**src/rtl/reset_sequencer.sv**
```systemverilog
`default_nettype none
//==============================================================================
// Module      : reset_sequencer
// Description : Ordered, acknowledged release of NUM_STAGES active-low domain
//               resets with watchdog and software re-sequence.
//               Optional macro RST_SEQ_CYCLE_COUNT_EN enables cycle_count.
// Revision    : 1.0 - initial release
//==============================================================================
module reset_sequencer #(
    parameter int NUM_STAGES  = 4,
    parameter int SYNC_STAGES = 2,
    parameter int STAGE_DELAY = 16,
    parameter int ACK_TIMEOUT = 256,
    parameter int SW_HOLD     = 8
) (
    input  logic                  clock,
    input  logic                  reset,
    input  logic                  sw_reset_req,
    input  logic [NUM_STAGES-1:0] stage_ack,
    output logic [NUM_STAGES-1:0] stage_reset_n,
    output logic                  seq_done,
    output logic                  timeout_err,
    output logic [31:0]           cycle_count
);

    localparam int c_idx_w = (NUM_STAGES  > 1) ? $clog2(NUM_STAGES)  : 1;
    localparam int c_dly_w = (STAGE_DELAY > 1) ? $clog2(STAGE_DELAY) : 1;
    localparam int c_tmo_w = (ACK_TIMEOUT > 1) ? $clog2(ACK_TIMEOUT) : 1;
    localparam int c_hld_w = (SW_HOLD     > 1) ? $clog2(SW_HOLD)     : 1;

    localparam logic [c_idx_w-1:0] c_last_idx = c_idx_w'(NUM_STAGES - 1);
    localparam logic [c_dly_w-1:0] c_dly_last = c_dly_w'(STAGE_DELAY - 1);
    localparam logic [c_tmo_w-1:0] c_tmo_last = c_tmo_w'(ACK_TIMEOUT - 1);
    localparam logic [c_hld_w-1:0] c_hld_last = c_hld_w'(SW_HOLD - 1);

    typedef enum logic [2:0] {
        ST_SYNC      = 3'd0,
        ST_DELAY     = 3'd1,
        ST_WAIT_ACK  = 3'd2,
        ST_DONE      = 3'd3,
        ST_SW_ASSERT = 3'd4
    } state_t;

    state_t                r_state;
    state_t                w_state_next;
    logic [c_idx_w-1:0]    r_idx;
    logic [c_idx_w-1:0]    w_idx_next;
    logic [c_dly_w-1:0]    r_dly;
    logic [c_dly_w-1:0]    w_dly_next;
    logic [c_tmo_w-1:0]    r_tmo;
    logic [c_tmo_w-1:0]    w_tmo_next;
    logic [c_hld_w-1:0]    r_hld;
    logic [c_hld_w-1:0]    w_hld_next;
    logic [NUM_STAGES-1:0] r_stage_rst_n;
    logic [NUM_STAGES-1:0] w_stage_rst_n_next;
    logic                  r_seq_done;
    logic                  r_timeout_err;
    logic                  w_timeout_err_next;
    logic                  w_abort;
    logic                  w_ack;

    logic [SYNC_STAGES-1:0] r_sync;
    logic                   w_rst_sync;
    logic                   w_sync_go;

    always_ff @(posedge clock or negedge reset) begin
        if (!reset) begin
            r_sync <= '0;
        end else begin
            r_sync <= {r_sync[SYNC_STAGES-2:0], 1'b1};
        end
    end

    assign w_rst_sync = r_sync[SYNC_STAGES-1];
    // Leave SYNC on the edge that raises rst_sync, so the first stage delay
    // is counted from rst_sync going high.
    assign w_sync_go  = r_sync[SYNC_STAGES-2] | w_rst_sync;
    assign w_ack      = stage_ack[r_idx];

    always_ff @(posedge clock or negedge reset) begin
        if (!reset) begin
            r_state       <= ST_SYNC;
            r_idx         <= '0;
            r_dly         <= '0;
            r_tmo         <= '0;
            r_hld         <= '0;
            r_stage_rst_n <= '0;
            r_seq_done    <= 1'b0;
            r_timeout_err <= 1'b0;
        end else begin
            r_state       <= w_state_next;
            r_idx         <= w_idx_next;
            r_dly         <= w_dly_next;
            r_tmo         <= w_tmo_next;
            r_hld         <= w_hld_next;
            r_stage_rst_n <= w_stage_rst_n_next;
            r_seq_done    <= (w_state_next == ST_DONE);
            r_timeout_err <= w_timeout_err_next;
        end
    end

    always_comb begin
        w_state_next       = r_state;
        w_idx_next         = r_idx;
        w_dly_next         = r_dly;
        w_tmo_next         = r_tmo;
        w_hld_next         = r_hld;
        w_stage_rst_n_next = r_stage_rst_n;
        w_timeout_err_next = r_timeout_err;
        w_abort            = 1'b0;

        case (r_state)
            ST_SYNC: begin
                if (w_sync_go) begin
                    w_state_next = ST_DELAY;
                    w_idx_next   = '0;
                    w_dly_next   = '0;
                end
            end
            ST_DELAY: begin
                if (sw_reset_req) begin
                    w_abort = 1'b1;
                end else if (r_dly == c_dly_last) begin
                    w_stage_rst_n_next[r_idx] = 1'b1;
                    w_tmo_next                = '0;
                    w_state_next              = ST_WAIT_ACK;
                end else begin
                    w_dly_next = r_dly + 1'b1;
                end
            end
            ST_WAIT_ACK: begin
                // An ack landing on the final timeout cycle wins over the error.
                if (sw_reset_req) begin
                    w_abort = 1'b1;
                end else if (w_ack || (r_tmo == c_tmo_last)) begin
                    if (!w_ack) begin
                        w_timeout_err_next = 1'b1;
                    end
                    if (r_idx == c_last_idx) begin
                        w_state_next = ST_DONE;
                    end else begin
                        w_idx_next   = r_idx + 1'b1;
                        w_dly_next   = '0;
                        w_state_next = ST_DELAY;
                    end
                end else begin
                    w_tmo_next = r_tmo + 1'b1;
                end
            end
            ST_DONE: begin
                if (sw_reset_req) begin
                    w_abort = 1'b1;
                end
            end
            ST_SW_ASSERT: begin
                if (r_hld == c_hld_last) begin
                    w_state_next = ST_DELAY;
                    w_idx_next   = '0;
                    w_dly_next   = '0;
                end else begin
                    w_hld_next = r_hld + 1'b1;
                end
            end
            default: begin
                w_state_next = ST_SYNC;
            end
        endcase

        if (w_abort) begin
            w_state_next       = ST_SW_ASSERT;
            w_hld_next         = '0;
            w_stage_rst_n_next = '0;
        end
    end

    assign stage_reset_n = r_stage_rst_n;
    assign seq_done      = r_seq_done;
    assign timeout_err   = r_timeout_err;

`ifdef RST_SEQ_CYCLE_COUNT_EN
    logic [31:0] r_cycle_count;

    always_ff @(posedge clock or negedge reset) begin
        if (!reset) begin
            r_cycle_count <= '0;
        end else if (w_rst_sync && (r_cycle_count != 32'hFFFF_FFFF)) begin
            r_cycle_count <= r_cycle_count + 32'd1;
        end
    end

    assign cycle_count = r_cycle_count;
`else
    assign cycle_count = 32'h0;
`endif

endmodule
`default_nettype wire

```
**config.mk**
```make
export PLATFORM = sky130hd
export DESIGN_NAME = reset_sequencer
export DESIGN_NICKNAME = d
export VERILOG_FILES = /design/src/rtl/reset_sequencer.sv
export SDC_FILE = /design/constraint.sdc
export NUM_CORES = 1
export LEC_CHECK = 0
export CAP_MARGIN = 20
export CORE_ASPECT_RATIO = 1.2
export CORE_MARGIN = 5
export CORE_UTILIZATION = 50
export CTS_CLUSTER_DIAMETER = 100
export DETAILED_ROUTE_END_ITERATION = 6
export DONT_BUFFER_PORTS = 1
export PLACE_DENSITY_LB_ADDON = 0.25
export SKIP_CTS_REPAIR_TIMING = 1
export SLEW_MARGIN = 20
export SYNTH_ARGS = -nofsm -noshare
export SYNTH_HDL_FRONTEND = slang
export SYNTH_SLANG_ARGS = --single-unit
```
**constraint.sdc**
```tcl
create_clock -name clock -period 1.7 [get_ports clock]
set_input_delay 0.255 -clock clock [delete_from_list [all_inputs] [get_ports clock]]
set_output_delay 0.255 -clock clock [all_outputs]
set_load 0.03 [all_outputs]
```
==> results by group, run 1 <==
Setup path
  • R2r setup slk: -0.15 ns
  • Cell chain of the critical path: mux4_2, a211o_2, nand4_1, buf_4, o21ai_0
  • CP max FO: 4
  • Worst reg-to-reg path cell count: 5
  • Largest stage delay, worst path: 0.57 ns
  • Reg2reg start: r_idx[0]
  • Crit path kind: reg -> reg
  • Critical Path Source: r_idx[0]
  • CP Capture Type: flop
  • Worst Path Required: 1.86 ns
  • Worst Setup Start Kind: flop
  • Crit path DAT: 2.01 ns
  • Critical-path top delay cell: mux4_2
  • R2r endpoint: r_dly[2]

Hold path
  • Min-delay worst type: in -> reg
  • Hold Path Origin: sw_reset_req
  • Hold path cells: 1
  • Worst Hold Path EP: timeout_err

Finish
  • Fin nets: 243
  • P&R area growth vs syn: 19.3%
  • Share of layout cells above drive strength 1: 0.291
  • Design area: 2160 um^2
  • Non-filler cells, final: 266
  • Antenna cells: 0

Die
  • Area of the die: 4940 um^2
  • Die Ht: 76.0 um
  • Die Wd: 65.0 um
  • Initial Util: 0.507
  • Number of core rows: 24
  • CORE AREA: 3570 um^2
  • Io pins: 45

Placement
  • IO buf count: 0
  • Area after DPL: 1940 um^2
  • Gpl congestion: 0.881
  • Placed cell count: 254
  • DP HPWL: 2.75 mm

Logic synthesis
  • Post-synth top area share: 0.386
  • Synthesized instance count: 196
  • Largest area contributor in the netlist: dfrtp_1
  • Synth cell count leaders: buf_4, dfrtp_1, nor2_1
  • Largest family of logic cells by synthesized area: simple AND/OR/NAND/NOR gates
  • Netlist cell types: 42
  • Primary FF master, synth: dfrtp_1
  • EDFF count, synth: 0
  • Yosys reg bits: 28
  • Xor/xnor cell area share of the yosys netlist: 0.0338
  • Mux cell area share after synthesis: 0.0242
  • Compound-Gate Fraction of Synth Area: 0.124
  • Mapped Avg Cell Area: 9.25 um^2
  • Top cells by area, synth: dfrtp_1, buf_4, ha_1
  • Seq/Total Area, Yosys: 0.386
  • Post-synthesis simple-gate area fraction: 0.211
  • Post-synthesis adder-cell area fraction: 0.0552
  • Share of synthesized flip-flops with an asynchronous set or reset: 1.00
  • Top-count cell post-synth: buf_4
  • Mapped Area: 1810 um^2
  • Ys Warns: 0

Global routing
  • First-pass GRT wire length: 6.03 mm
  • Largest net degree at the start of global routing: 29
  • GR Util All Layers: 0.152
  • Vias in the first global route: 1324
  • Initial antenna violation count: 0
  • GRT overflow: 0

STA
  • Final hold vios: 0
  • Final worst path period need: 1.85 ns
  • RSZ-0062 raised after global routing: yes
  • Slew @ Worst Pin: 0.525 ns
  • Max Clock Freq: 0.541 GHz
  • Max-slew violation count: 0
  • Final setup violation count: 14
  • PnR worst setup slack: -0.148 ns
  • Part of the cycle the worst path needs: 1.09
  • Layout Skew: 0.00597 ns
  • Slew HR: 0.647

Drt
  • Drt via density: 5.26
  • Final WL: 3.76 mm
  • DR vias: 1398
  • Remaining routing DRC violations: 0
  • Final ANT Viol Nets: 0
  • DR iter-0 viols: 54
  • WL per Instance: 14.2 um
  • Drt first pass iters: 4

Power and ir drop
  • Sw Ratio: 0.360
  • Pwr dens: 1070 nW/um^2
  • Worst VDD drop: 0.572 mV
  • Internal cell power: 1.49 mW
  • Seq pwr share: 0.351
  • Static leakage: 1.01 nW
  • P_sw: 0.838 mW
  • Clock network power share: 0.181
  • Logic pwr share: 0.468

Outcome
  • Violated checks: setup timing
  • Outcome: finished, violations left

Clocking
  • Clock Root Buffer: clkbuf_8
  • CTS tree: done
  • Htree depth: 1
  • Clock latency on the worst-skew pair: 0.28 ns
  • TritonCTS Buffers: 3
  • Clock-pin slew on the worst setup and hold paths: 0.10 ns
  • Sink Count: 28
  • Clock buffer depth: 2

Job
  • Max-cap violations: 0
## final cells by class
cell class                      instances  area (um^2)
Clock buffer                            4         55.1
Tap cell                               39         48.8
Sequential cell                        28          702
Multi-Input combinational cell        154         1050
Fill cell                             326         1410
Timing Repair Buffer                   34          284
Inverter                                7         26.3
## stage by stage
| stage | worst slack, ns | TNS [ns] | utilization | hold slack, ns | power (mW) |
|---|---|---|---|---|---|
| floorplan | -0.102 | -0.444 | - | -0.0406 | 1.46 |
| global placement | -0.0717 | -0.460 | 0.542 | -0.0399 | 1.71 |
| detailed placement | -0.105 | -0.777 | 0.542 | -0.0398 | 1.74 |
| CTS | -0.126 | -1.24 | 0.558 | -0.348 | 2.16 |
| global route | -0.219 | -2.23 | 0.605 | 0.0665 | 2.49 |
| finish | -0.148 | -1.01 | 0.605 | 0.0628 | 2.32 |
## per-layer routing
layer | GRT usage | wire length, um | up-vias
li1 | - | - | 681
met1 | 0.184 | 1550 | 682
met2 | 0.258 | 1990 | 28
met3 | 0.0266 | 160 | 7
met4 | 0.0655 | 72 | 0
met5 | 0 | 0 | -
## cell usage in the layout (no fill, tap or decap), drive strengths merged, types with 5 or more instances in the layout
| cell | instances |
|---|---|
| o21ai | 5 |
| nor3 | 10 |
| xnor2 | 7 |
| buf | 33 |
| inv | 7 |
| nand2 | 9 |
| a21oi | 12 |
| nor2 | 23 |
| dfrtp | 28 |
| ha | 8 |
| nand4 | 6 |
| conb | 33 |
## flip-flops by register name, indices dropped and copies added (netlist names)
name and count:
stage_reset_n 4, r_sync 2, seq_done 1, r_dly 4, r_tmo 8, r_state 3
r_idx 2, timeout_err 1, r_hld 3
## kinds of logic after synthesis
kind of cell	count (synthesis)
fa+ha+maj	8
simple gates	70
mux	3
flops	28
xor+xnor	7
other cells	2
compound gates	33
buf+inv	45
## worst max path at each step
stage,to,cells past startpoint
after detailed placement,r_tmo[5],5
final,r_dly[2],5
after global placement,r_tmo[5],5
after global routing,r_dly[2],5
after CTS,r_tmo[5],5
after floorplan,r_tmo[5],5
## power groups by stage
stage | clock network, mW | registers (mW) | logic (mW)
after floorplan | 0 | 0.804 | 0.660
after global routing | 0.466 | 0.831 | 1.19
final | 0.421 | 0.816 | 1.09
after CTS | 0.434 | 0.813 | 0.914
after detailed placement | 0 | 0.827 | 0.910
after global placement | 0 | 0.820 | 0.885
## worst max-delay path: cells and delay by family (launching register included)
family,cells,cell delay (ns)
AO/OA/AOI/OAI,2,0.42
buffers and inverters,1,0.14
flip-flops,1,0.40
multiplexers,1,0.57
AND/OR/NAND/NOR,1,0.19
No activity file was read; power rests on OpenSTA's default activity.
==> inputs of run 2 (changes only) <==
--- a/config.mk
+++ b/config.mk
@@ -14,6 +14,7 @@
 export DONT_BUFFER_PORTS = 1
 export PLACE_DENSITY_LB_ADDON = 0.25
 export SKIP_CTS_REPAIR_TIMING = 1
+export SKIP_LAST_GASP = 1
 export SLEW_MARGIN = 20
 export SYNTH_ARGS = -nofsm -noshare
 export SYNTH_HDL_FRONTEND = slang
==> results by group, run 2 (same netlist as run 1, synthesis figures left out) <==
Finish
  • Most common cell after layout, fill and taps aside: conb_1
  • Max FFs per register: 8 (unchanged)
  • Commonest cells after routing, fill and taps aside: conb_1, buf_4, dfrtp_1
  • Fin nets: 243 (unchanged)
  • P&R area growth vs syn: 19.3% (about the same)
  • Largest Register: r_tmo
  • Share of layout cells above drive strength 1: 0.286 (-0.00441)
  • Design area: 2160 um^2 (about the same)
  • Non-filler cells, final: 266 (unchanged)
  • FF+latch area: 702 um^2 (unchanged)
  • Fill count: 326 (unchanged)
  • Multi-input gate area: 1050 um^2 (-0.12%)
  • Antenna cells: 0 (unchanged)

Setup path
  • Worst Path Required: 1.86 ns (about the same)
  • Largest stage delay, worst path: 0.57 ns (about the same)
  • Crit path kind: reg -> reg
  • Crit path DAT: 2.00 ns (about the same)
  • CP Capture Type: flop
  • Worst Setup Start Kind: flop
  • CP max FO: 4 (unchanged)
  • Cell chain of the critical path: mux4_2, a211o_2, nand4_1, buf_4, o21ai_0
  • Critical-path top delay cell: mux4_2

STA
  • Final hold vios: 0 (unchanged)
  • RSZ-0062 raised after global routing: yes
  • PnR worst setup slack: -0.144 ns (+0.00410 ns)
  • Final setup violation count: 14 (unchanged)
  • Final worst path period need: 1.84 ns (-0.00410 ns)
  • Hold_ws: 0.0628 ns (+0.00000980 ns)
  • Part of the cycle the worst path needs: 1.08 (-0.00241)
  • Max-slew violation count: 0 (unchanged)
  • Max Clock Freq: 0.542 GHz (+0.22%)
  • Layout Skew: 0.00586 ns (-0.000115 ns)
  • Slew HR: 0.647 (unchanged)
  • Setup TNS: -0.962 ns (+0.0506 ns)
  • Slew @ Worst Pin: 0.525 ns (unchanged)

Hold path
  • Min-delay worst type: in -> reg

Placement
  • Area after DPL: 1940 um^2 (unchanged)
  • IO buf count: 0 (unchanged)
  • DP HPWL: 2.75 mm (unchanged)
  • Gpl congestion: 0.881 (unchanged)
  • Placed cell count: 254 (unchanged)

Global routing
  • First-pass GRT wire length: 6.03 mm (unchanged)
  • Met1 GRT Util: 0.184 (unchanged)
  • Initial antenna violation count: 0 (unchanged)
  • GRT overflow: 0 (unchanged)
  • Met3 Usage GRT: 0.0266 (unchanged)
  • Met2 Use GR: 0.258 (unchanged)
  • Vias in the first global route: 1324 (unchanged)
  • GR peak layer: met2
  • Largest net degree at the start of global routing: 29 (unchanged)
  • GR Util All Layers: 0.152 (unchanged)

Power and ir drop
  • Total power: 2.32 mW (about the same)
  • Static leakage: 1.01 nW (about the same)
  • Worst VDD drop: 0.571 mV (-0.22%)
  • Pwr dens: 1070 nW/um^2 (about the same)

Clocking
  • TritonCTS Buffers: 3 (unchanged)
  • Clock buffer depth: 2 (unchanged)
  • Clock latency on the worst-skew pair: 0.28 ns (about the same)
  • Clock Root Buffer: clkbuf_8
  • Sink Count: 28 (unchanged)
  • Clock-pin slew on the worst setup and hold paths: 0.10 ns (about the same)
  • Htree depth: 1 (unchanged)
  • CTS tree: done

Drt
  • Drt via density: 5.21 (-0.93%)
  • DR iter-0 viols: 51 (-5.6%)
  • Final WL: 3.75 mm (-0.43%)
  • DR vias: 1385 (-0.93%)
  • Remaining routing DRC violations: 0 (unchanged)
  • Drt first pass iters: 4 (unchanged)
  • WL per Instance: 14.1 um (-0.43%)
  • Final ANT Viol Nets: 0 (unchanged)

Outcome
  • Outcome: finished, violations left
  • Violated checks: setup timing

Die
  • Die Wd: 65.0 um (unchanged)
  • Die Ht: 76.0 um (unchanged)
  • Initial Util: 0.507 (unchanged)
  • CORE AREA: 3570 um^2 (unchanged)
  • Number of core rows: 24 (unchanged)
  • Io pins: 45 (unchanged)
  • Area of the die: 4940 um^2 (unchanged)

Job
  • Max-cap violations: 0 (unchanged)
## run 2: final timing paths
check / from / to / cells after the start / slack [ns]
worst min register to register: r_sync[0] / r_sync[1] / 0 / 0.41
worst min-delay path: sw_reset_req / timeout_err / 1 / 0.06
worst max register to register: r_idx[0] / r_dly[2] / 5 / -0.14
max in group asynchronous: reset / r_state[2] / 2 / 1.13
worst max-delay path: r_idx[0] / r_dly[2] / 5 / -0.14
min in group asynchronous: reset / timeout_err / 2 / 0.41
## run 2: stage by stage
| stage | util | worst slack [ns] |
|---|---|---|
| floorplan | - | -0.102 |
| global placement | 0.542 | -0.0717 |
| detailed placement | 0.542 | -0.105 |
| CTS | 0.558 | -0.126 |
| global route | 0.605 | -0.219 |
| finish | 0.605 | -0.144 |
## run 2: cell type report
class	count	area share
inverters	7	0.0122
clock buffers	4	0.0255
multi-input cells	154	0.484
repair buffers	34	0.131
well taps	39	0.0226
flip-flops and latches	28	0.325
## run 2: where the power goes
group | switching, mW | total [mW] | internal (mW)
Combinational | 0.555 | 1.09 | 0.531
Sequential | 0.0686 | 0.816 | 0.747
Clock | 0.213 | 0.420 | 0.208
Total | 0.837 | 2.32 | 1.49
## run 2: routing by layer
layer  up-vias  part of all wire
li1        679                 -
met1       671              0.41
met2        28              0.53
met3         7             0.043
met4         0             0.019
met5         -                 0
## run 2: critical path: cells and delay by family (launching register included)
family / cells / cell delay [ns]
buffers and inverters: 1 / 0.14
muxes: 1 / 0.57
AOI/OAI and AO/OA: 2 / 0.42
DFF: 1 / 0.40
and+or+nand+nor: 1 / 0.19
==> inputs of run 3 (changes only) <==
--- a/config.mk
+++ b/config.mk
@@ -5,6 +5,7 @@
 export SDC_FILE = /design/constraint.sdc
 export NUM_CORES = 1
 export LEC_CHECK = 0
+export ABC_CLOCK_PERIOD_IN_PS = 1700
 export CAP_MARGIN = 20
 export CORE_ASPECT_RATIO = 1.2
 export CORE_MARGIN = 5
@@ -13,6 +14,7 @@
 export DETAILED_ROUTE_END_ITERATION = 6
 export DONT_BUFFER_PORTS = 1
 export PLACE_DENSITY_LB_ADDON = 0.25
+export REMOVE_ABC_BUFFERS = 1
 export SKIP_CTS_REPAIR_TIMING = 1
 export SKIP_LAST_GASP = 1
 export SLEW_MARGIN = 20
==> results by group, run 3 (same netlist as run 1, synthesis figures left out) <==
Global routing
  • Largest net degree at the start of global routing: 29 (unchanged)
  • GRT overflow: 0 (unchanged)
  • GR Util All Layers: 0.161 (+0.00899)
  • Initial antenna violation count: 0 (unchanged)
  • Vias in the first global route: 1378 (+4.1%)
  • First-pass GRT wire length: 6.35 mm (+5.4%)

Setup path
  • Worst Setup Start Kind: flop
  • R2r setup slk: -0.13 ns (about the same)
  • CP max FO: 7 (+3)
  • Worst reg-to-reg path cell count: 5 (unchanged)
  • Reg2reg start: r_idx[0]
  • Largest stage delay, worst path: 0.58 ns (about the same)
  • R2r endpoint: r_tmo[3]
  • Critical-path top delay cell: mux4_2
  • CP Capture Type: flop
  • Worst Path Required: 1.87 ns (about the same)
  • Cell chain of the critical path: mux4_2, o22a_4, nor3_2, xnor2_1, nor2_1
  • Crit path DAT: 2.01 ns (about the same)
  • Crit path kind: reg -> reg

Clocking
  • Clock buffer depth: 2 (unchanged)
  • TritonCTS Buffers: 3 (unchanged)
  • Htree depth: 1 (unchanged)
  • Clock-pin slew on the worst setup and hold paths: 0.09 ns (about the same)
  • Clock Root Buffer: clkbuf_8
  • Clock latency on the worst-skew pair: 0.28 ns (about the same)
  • CTS tree: done
  • Sink Count: 28 (unchanged)

Hold path
  • Hold Path Origin: sw_reset_req
  • Hold path cells: 1 (unchanged)
  • Min-delay worst type: in -> reg
  • Worst Hold Path EP: timeout_err

Drt
  • WL per Instance: 14.9 um (+5.7%)
  • Final ANT Viol Nets: 0 (unchanged)
  • DR vias: 1377 (-0.58%)
  • Drt first pass iters: 4 (unchanged)
  • Final WL: 3.89 mm (+3.7%)
  • Drt via density: 5.28 (+1.3%)
  • DR iter-0 viols: 54 (+5.9%)
  • Remaining routing DRC violations: 0 (unchanged)

Job
  • Max-cap violations: 0 (unchanged)

STA
  • Slew HR: 0.601 (-0.0461)
  • Final worst path period need: 1.83 ns (-0.00872 ns)
  • Hold_ws: 0.0652 ns (+0.00240 ns)
  • PnR worst setup slack: -0.135 ns (+0.00872 ns)
  • Slew @ Worst Pin: 0.593 ns (+0.0685 ns)
  • Max-slew violation count: 0 (unchanged)
  • Max Clock Freq: 0.545 GHz (+0.48%)
  • Final hold vios: 0 (unchanged)
  • Layout Skew: 0.00401 ns (-0.00185 ns)
  • Part of the cycle the worst path needs: 1.08 (-0.00513)
  • RSZ-0062 raised after global routing: yes
  • Final setup violation count: 17 (+3)

Die
  • Die Ht: 76.0 um (unchanged)
  • Number of core rows: 24 (unchanged)
  • Initial Util: 0.507 (unchanged)
  • Io pins: 45 (unchanged)
  • Area of the die: 4940 um^2 (unchanged)
  • Die Wd: 65.0 um (unchanged)
  • CORE AREA: 3570 um^2 (unchanged)

Placement
  • Placed cell count: 254 (unchanged)
  • IO buf count: 0 (unchanged)
  • Setup WS pre-CTS: -0.224 ns (-0.118 ns)
  • DP HPWL: 2.91 mm (+6.0%)
  • Gpl congestion: 0.848 (-3.7%)

Power and ir drop
  • Static leakage: 0.967 nW (-4.3%)
  • Pwr dens: 1000 nW/um^2 (-6.5%)
  • Worst VDD drop: 0.744 mV (+30%)

Finish
  • Antenna cells: 0 (unchanged)
  • P&R area growth vs syn: 14.4%
  • Largest Register: r_tmo
  • Most common cell after layout, fill and taps aside: conb_1
  • Commonest cells after routing, fill and taps aside: conb_1, buf_4, dfrtp_1
  • Non-filler cells, final: 261 (-1.9%)
  • Core Util, Final: 0.581 (-0.0245)
  • Fin nets: 239 (-1.6%)
  • Max FFs per register: 8 (unchanged)
  • Share of layout cells above drive strength 1: 0.252 (-0.0341)
  • Fill count: 329 (+0.92%)

Outcome
  • Violated checks: setup timing
  • Outcome: finished, violations left
run 3: layout make-up:
| cell class | count | area, um^2 | share of cell area |
|---|---|---|---|
| Inverter | 7 | 26.3 | 0.0127 |
| Tap cell | 39 | 48.8 | 0.0235 |
| Timing Repair Buffer | 30 | 240 | 0.116 |
| Sequential cell | 28 | 701 | 0.338 |
| Multi-Input combinational cell | 154 | 1020 | 0.490 |
| Clock buffer | 3 | 41.3 | 0.0199 |
run 3: critical path: cells and delay by family, from the launching register on:
| kind | cells | cell delay [ns] |
|---|---|---|
| xor+xnor | 1 | 0.15 |
| mux | 1 | 0.58 |
| flops | 1 | 0.43 |
| compound gates | 1 | 0.31 |
| simple gates | 2 | 0.27 |
run 3: per-layer routing:
layer / track usage / part of all wire / routed length, um / vias to the layer above
met1: 0.191 / 0.40 / 1540 / 687
met5: 0 / 0 / 0 / -
met4: 0.0634 / 0.018 / 70 / 0
met3: 0.0133 / 0.019 / 75 / 7
li1: - / - / - / 663
met2: 0.291 / 0.57 / 2200 / 20
run 3: how the worst max path moves through the flow:
stage          startpoint       end  slack [ns]  cells after the start
3_5_place_dp     r_idx[0]  r_idx[0]       -0.22                      5
6_report         r_idx[0]  r_tmo[3]       -0.13                      5
2_1_floorplan    r_idx[0]  r_idx[0]       -0.14                      5
3_3_place_gp     r_idx[0]  r_idx[0]       -0.17                      5
5_1_grt          r_idx[0]  seq_done       -0.23                      5
4_1_cts          r_idx[0]  r_idx[0]       -0.25                      5
run 3: metrics by stage:
stage          instance area [um^2]  power, mW  TNS [ns]
2_1_floorplan                  1660       1.35    -0.693
6_report                       2070       2.08     -1.06
4_1_cts                        1950       2.02     -1.92
3_5_place_dp                   1910       1.64     -1.58
5_1_grt                        2070       2.25     -3.35
3_3_place_gp                   1910       1.62    -0.965
run 3: power breakdown:
group | internal [mW] | switching (mW) | total (mW)
clock | 0.159 | 0.204 | 0.364
sequential | 0.745 | 0.0841 | 0.829
combinational | 0.398 | 0.493 | 0.891
total | 1.30 | 0.781 | 2.08
